## config.mk

```make
export PLATFORM = sky130hd
export DESIGN_NAME = pixel_write_arbiter
export DESIGN_NICKNAME = d
export VERILOG_FILES = /design/src/rtl/pixel_arb_pkg.sv /design/src/rtl/pixel_write_arbiter_rr_picker.sv /design/src/rtl/pixel_write_arbiter.sv
export SDC_FILE = /design/constraint.sdc
export NUM_CORES = 1
export LEC_CHECK = 0
export BUFFER_PORTS_ARGS = -buffer_cell sky130_fd_sc_hd__buf_2
export CORE_AREA = 2 2 50 52
export DETAILED_ROUTE_END_ITERATION = 10
export DIE_AREA = 0 0 52 54
export PLACE_DENSITY = 0.83
export SYNTH_ARGS = -nofsm -noshare
export SYNTH_HDL_FRONTEND = slang
export SYNTH_SLANG_ARGS = --single-unit
```

## constraint.sdc

```tcl
create_clock -name clk -period 1.9 [get_ports clk]
set_input_delay 0.19 -clock clk [delete_from_list [all_inputs] [get_ports clk]]
set_output_delay 0.19 -clock clk [all_outputs]
set_load 0.005 [all_outputs]
```

## src/rtl/pixel_arb_pkg.sv

```systemverilog
// Shared types and constants for the pixel write arbiter.
package pixel_arb_pkg;

  // Arbiter FSM: IDLE has no owner, BUSY has exactly one owner.
  typedef enum logic {
    IDLE = 1'b0,
    BUSY = 1'b1
  } state_t;

  // Default framebuffer geometry: 640x480, monochrome.
  localparam int DEF_X_W     = 10;
  localparam int DEF_Y_W     = 9;
  localparam int DEF_COLOR_W = 1;

  // Width of each per-requester accepted-write statistics counter.
  localparam int STAT_W = 16;

endpackage

```

## src/rtl/pixel_write_arbiter_rr_picker.sv

```systemverilog
// Combinational round-robin pick: first asserted request at or after ptr,
// wrapping modulo NUM_REQ. Outputs one-hot winner, its index and a valid flag.
module rr_picker #(
  parameter int NUM_REQ = 2,
  parameter int IDX_W   = 1
) (
  input  logic [NUM_REQ-1:0] req,
  input  logic [IDX_W-1:0]   ptr,
  output logic [NUM_REQ-1:0] winner,
  output logic [IDX_W-1:0]   winner_idx,
  output logic               valid
);

  // Scan NUM_REQ positions starting at ptr; the first hit wins.
  always_comb begin
    int idx;
    winner     = '0;
    winner_idx = '0;
    valid      = 1'b0;
    idx        = 0;
    for (int off = 0; off < NUM_REQ; off++) begin
      idx = int'(ptr) + off;
      if (idx >= NUM_REQ) idx = idx - NUM_REQ;
      if (!valid && req[idx]) begin
        valid       = 1'b1;
        winner_idx  = IDX_W'(idx);
        winner[idx] = 1'b1;
      end
    end
  end

endmodule

```

## src/rtl/pixel_write_arbiter.sv

```systemverilog
// Round-robin arbiter sharing one framebuffer pixel write port between
// NUM_REQ drawers, with bounded bursts per grant tenure.
// Optional macro PIXEL_ARB_STATS_EN adds per-requester saturating
// accepted-write counters (stats_clr / write_count).
module pixel_write_arbiter
  import pixel_arb_pkg::*;
#(
  parameter int NUM_REQ   = 2,
  parameter int X_W       = DEF_X_W,
  parameter int Y_W       = DEF_Y_W,
  parameter int COLOR_W   = DEF_COLOR_W,
  parameter int MAX_BURST = 8
) (
  input  logic                       clk,
  input  logic                       reset,
  input  logic [NUM_REQ-1:0]         req,
  input  logic [NUM_REQ*X_W-1:0]     req_x,
  input  logic [NUM_REQ*Y_W-1:0]     req_y,
  input  logic [NUM_REQ*COLOR_W-1:0] req_color,
  output logic [NUM_REQ-1:0]         ack,
  output logic [NUM_REQ-1:0]         gnt,
  input  logic                       fb_ready,
  output logic                       fb_we,
  output logic [X_W-1:0]             fb_x,
  output logic [Y_W-1:0]             fb_y,
  output logic [COLOR_W-1:0]         fb_color
`ifdef PIXEL_ARB_STATS_EN
  ,
  input  logic                       stats_clr,
  output logic [NUM_REQ*STAT_W-1:0]  write_count
`endif
);

  localparam int IDX_W = $clog2(NUM_REQ);
  localparam int CNT_W = $clog2(MAX_BURST + 1);
  localparam logic [CNT_W-1:0] LAST_CNT = CNT_W'(MAX_BURST - 1);
  localparam logic [IDX_W-1:0] LAST_IDX = IDX_W'(NUM_REQ - 1);

  state_t               state_reg, state_next;
  logic [IDX_W-1:0]     owner_reg, owner_next;
  logic [IDX_W-1:0]     ptr_reg, ptr_next;
  logic [CNT_W-1:0]     count_reg, count_next;
  logic [NUM_REQ-1:0]   gnt_reg, gnt_next;

  logic                 busy, own_req, accept, at_limit, release_now;
  logic [IDX_W-1:0]     ptr_after, pick_ptr, pick_idx;
  logic [NUM_REQ-1:0]   pick_onehot;
  logic                 pick_valid;

  logic [X_W-1:0]       x_slice     [NUM_REQ];
  logic [Y_W-1:0]       y_slice     [NUM_REQ];
  logic [COLOR_W-1:0]   color_slice [NUM_REQ];

  // Unpack the per-requester pixel buses so the owner index can select them.
  for (genvar gi = 0; gi < NUM_REQ; gi++) begin : g_unpack
    assign x_slice[gi]     = req_x[gi*X_W +: X_W];
    assign y_slice[gi]     = req_y[gi*Y_W +: Y_W];
    assign color_slice[gi] = req_color[gi*COLOR_W +: COLOR_W];
  end

  assign busy     = (state_reg == BUSY);
  assign own_req  = busy & req[owner_reg];
  assign accept   = own_req & fb_ready & ~reset;
  // A stalled write never reaches the limit: only an accepted write counts.
  assign at_limit = accept & (count_reg == LAST_CNT);
  assign release_now = busy & (~req[owner_reg] | at_limit);

  // On release the search starts just after the owner, so the owner is the
  // last candidate and is re-granted only if nobody else is asking.
  assign ptr_after = (owner_reg == LAST_IDX) ? '0 : owner_reg + IDX_W'(1);
  assign pick_ptr  = busy ? ptr_after : ptr_reg;

  rr_picker #(
    .NUM_REQ (NUM_REQ),
    .IDX_W   (IDX_W)
  ) u_picker (
    .req        (req),
    .ptr        (pick_ptr),
    .winner     (pick_onehot),
    .winner_idx (pick_idx),
    .valid      (pick_valid)
  );

  // Write port outputs: the block never stores pixel data, it muxes the owner.
  assign gnt      = gnt_reg;
  assign fb_we    = own_req & ~reset;
  assign ack      = accept ? gnt_reg : '0;
  assign fb_x     = busy ? x_slice[owner_reg]     : '0;
  assign fb_y     = busy ? y_slice[owner_reg]     : '0;
  assign fb_color = busy ? color_slice[owner_reg] : '0;

  // Next-state logic: grant from IDLE, release/hand-over or count in BUSY.
  always_comb begin
    state_next = state_reg;
    owner_next = owner_reg;
    ptr_next   = ptr_reg;
    count_next = count_reg;
    gnt_next   = gnt_reg;
    case (state_reg)
      IDLE: begin
        if (pick_valid) begin
          state_next = BUSY;
          owner_next = pick_idx;
          gnt_next   = pick_onehot;
          count_next = '0;
        end
      end
      BUSY: begin
        if (release_now) begin
          ptr_next   = ptr_after;
          count_next = '0;
          if (pick_valid) begin
            owner_next = pick_idx;
            gnt_next   = pick_onehot;
          end else begin
            state_next = IDLE;
            gnt_next   = '0;
          end
        end else if (accept) begin
          count_next = count_reg + CNT_W'(1);
        end
      end
      default: begin
        state_next = IDLE;
        gnt_next   = '0;
      end
    endcase
  end

  // State register with synchronous reset.
  always_ff @(posedge clk) begin
    if (reset) begin
      state_reg <= IDLE;
      owner_reg <= '0;
      ptr_reg   <= '0;
      count_reg <= '0;
      gnt_reg   <= '0;
    end else begin
      state_reg <= state_next;
      owner_reg <= owner_next;
      ptr_reg   <= ptr_next;
      count_reg <= count_next;
      gnt_reg   <= gnt_next;
    end
  end

`ifdef PIXEL_ARB_STATS_EN
  // One saturating accepted-write counter per requester; clear beats ack.
  for (genvar gi = 0; gi < NUM_REQ; gi++) begin : g_stats
    logic [STAT_W-1:0] wc_reg;
    always_ff @(posedge clk) begin
      if (reset || stats_clr) begin
        wc_reg <= '0;
      end else if (ack[gi] && (wc_reg != '1)) begin
        wc_reg <= wc_reg + STAT_W'(1);
      end
    end
    assign write_count[gi*STAT_W +: STAT_W] = wc_reg;
  end
`endif

endmodule

```

==> impl_metrics.ini <==
[run_status]
outcome = complete, no violations

[pwr]
ir_worst_vdd_mv = 0.276
power_uw = 573
power_leakage_uw = 0.000625
power_density_nw_per_um2 = 477

[floorplan]
dieArea_um2 = 2810
die_h_um = 54
pin_count = 70
die_w_um = 52
core_area_um2 = 2320
start_util_pct = 35.2
rows = 18

[cells_and_area]
num-nets-final = 221
final_area_um2 = 1200
layout_common_cells = buf_2 (69), nor2_1 (23), mux2i_1 (20)
final_common_cell = buf_2
largest_reg_flops = 4
num_antenna_cells = 0
drive_gt1_share_pct = 46.0
syn_to_final_growth_pct = 47.2

[global_route]
antenna_found_initial = 0
grt_overflow = 0
grt_pass1_vias = 901
grt_usage_pct = 17.0
grt_pass1_wl_um = 3690
grt_max_degree = 24

[placed_design]
place_ws_ps = 396
place_area_um2 = 1170
hpwl_um = 1950
portBuffers = 69
gp_congestion = 0.757

[clocking]
htreeDepth = 1
cts_made_buffers = 3
cts_hold_buffers = 0
clockBufferDepth = 2
cts.repair.resized = 0
cts_tree = done
cts.clk_slew.worst_paths_ps = 70
cts_setup_buffers = 0
clock_sinks = 9
cts-root-buf = clkbuf_4
worstSkewPairLatency_ps = 270

[detailed_routing]
wl_um = 2380
drt_first_iter_violations = 20
vias = 1013
antenna_left = 0
drt_pass1_iterations = 4
post_drt_wl_per_cell_um = 11.7
drt-vias-per-instance = 4.97
drc = 0

[synthesis]
synth_nets = 152
async_reset_ff_share_pct = 0
yosys_warnings = 0
ys.flop_type = dfxtp_1
synthCells = 106
synth.avg_cell_area_um2 = 7.70
synth_edf_count = 0
synth_area_um2 = 816
synth.distinct_cells = 32
yosys_register_bits = 9
seq_area_frac_synth_pct = 22.1

[worst_setup_path]
worst-path-max-fanout = 23
r2r_slack_ps = 370
r2r_end = gnt[0]$_SDFFE_PP0P_
required_ps = 1710
cp.arrival_ps = 1410
r2r_start = count_reg[0]$_SDFFE_PP0P_
worst-r2r-cell-count = 5
crit_path_end_kind = output pin
critPathKind = reg -> out
startpoint_type = flip-flop

[timing]
rsz0062_at_grt = no
setup-tns-final_ps = 0
final.setup.worst_slack_ps = 296
maxSlewViolCount = 0
tightest_slew_ps = 588
layout_min_cycle_time_ps = 1600
hold_violations = 0
finalSetupViolCount = 0
period_share_pct = 84.4
clock_skew_ps = 9.00
fmax_mhz = 623
slew_headroom_pct = 60.7

[min_path]
min_from = reset
hold_depth = 2
min_to = count_reg[3]$_SDFFE_PP0P_
hold_class = in -> reg

[flow_run]
drv_cap = 0
[critical path, stage by stage (launching register included)]
cell and delay, ps:
dfxtp_1 350, buf_4 350, mux2i_1 250, nor2_1 50
buf_2 140
[per-layer routing]
metal	up-vias	global-route usage (%)	wire, um
met3	2	2.22	154
met4	0	4.82	13
met5	-	0	0
met1	456	20.0	951
li1	512	-	-
met2	43	32.1	1260
[worst max path at each step]
stage	slack, ps	cells after the start	start	end
global route	140	3	busy$_SDFF_PP0_	fb_y[8]
detailed placement	400	4	owner_reg$_SDFFE_PP0P_	gnt[0]$_SDFFE_PP0P_
floorplan	380	5	owner_reg$_SDFFE_PP0P_	gnt[0]$_SDFFE_PP0P_
CTS	280	4	owner_reg$_SDFFE_PP0P_	fb_y[4]
global placement	440	4	owner_reg$_SDFFE_PP0P_	gnt[0]$_SDFFE_PP0P_
finish	300	4	owner_reg$_SDFFE_PP0P_	fb_y[4]
[through the flow]
stage	instances	hold WS [ps]	util (%)
floorplan	106	259	-
global placement	200	455	50.6
detailed placement	200	452	50.6
CTS	204	154	51.8
global route	204	167	51.8
finish	204	166	51.8
[report_power, final]
part | switching (uW) | internal, uW
Combinational | 100 | 110
Sequential | 8.71 | 198
Clock | 78.2 | 77.9
[kinds of logic after synthesis]
kind of cell	after synthesis	share of synthesized area, %
fa+ha+maj	1	1.53
buf+inv	11	6.29
mux	22	27.8
compound gates	15	14.7
simple gates	48	27.6
flops	9	22.1
[final cells by class]
class	instances	area (um^2)
sequential	9	180
fill	233	1120
inverter	5	18.8
clock inverter	1	5.00
timing repair buffer	70	353
tap	30	37.5
clock buffer	3	22.5
multi-input combinational	86	584
[Yosys cell counts, types with 3 or more instances]
cell       n  share of area [%]
and3_1     4                3.1
nor2_1    23                 11
clkbuf_1   3                1.4
dfxtp_1    9                 22
o21ai_0    4                2.5
mux2i_1   20                 25
nand3_1    3                1.8
a21oi_1    3                1.8
nand2_1    8                3.7
inv_1      4                1.8
(Power assumes the default switching activity.)
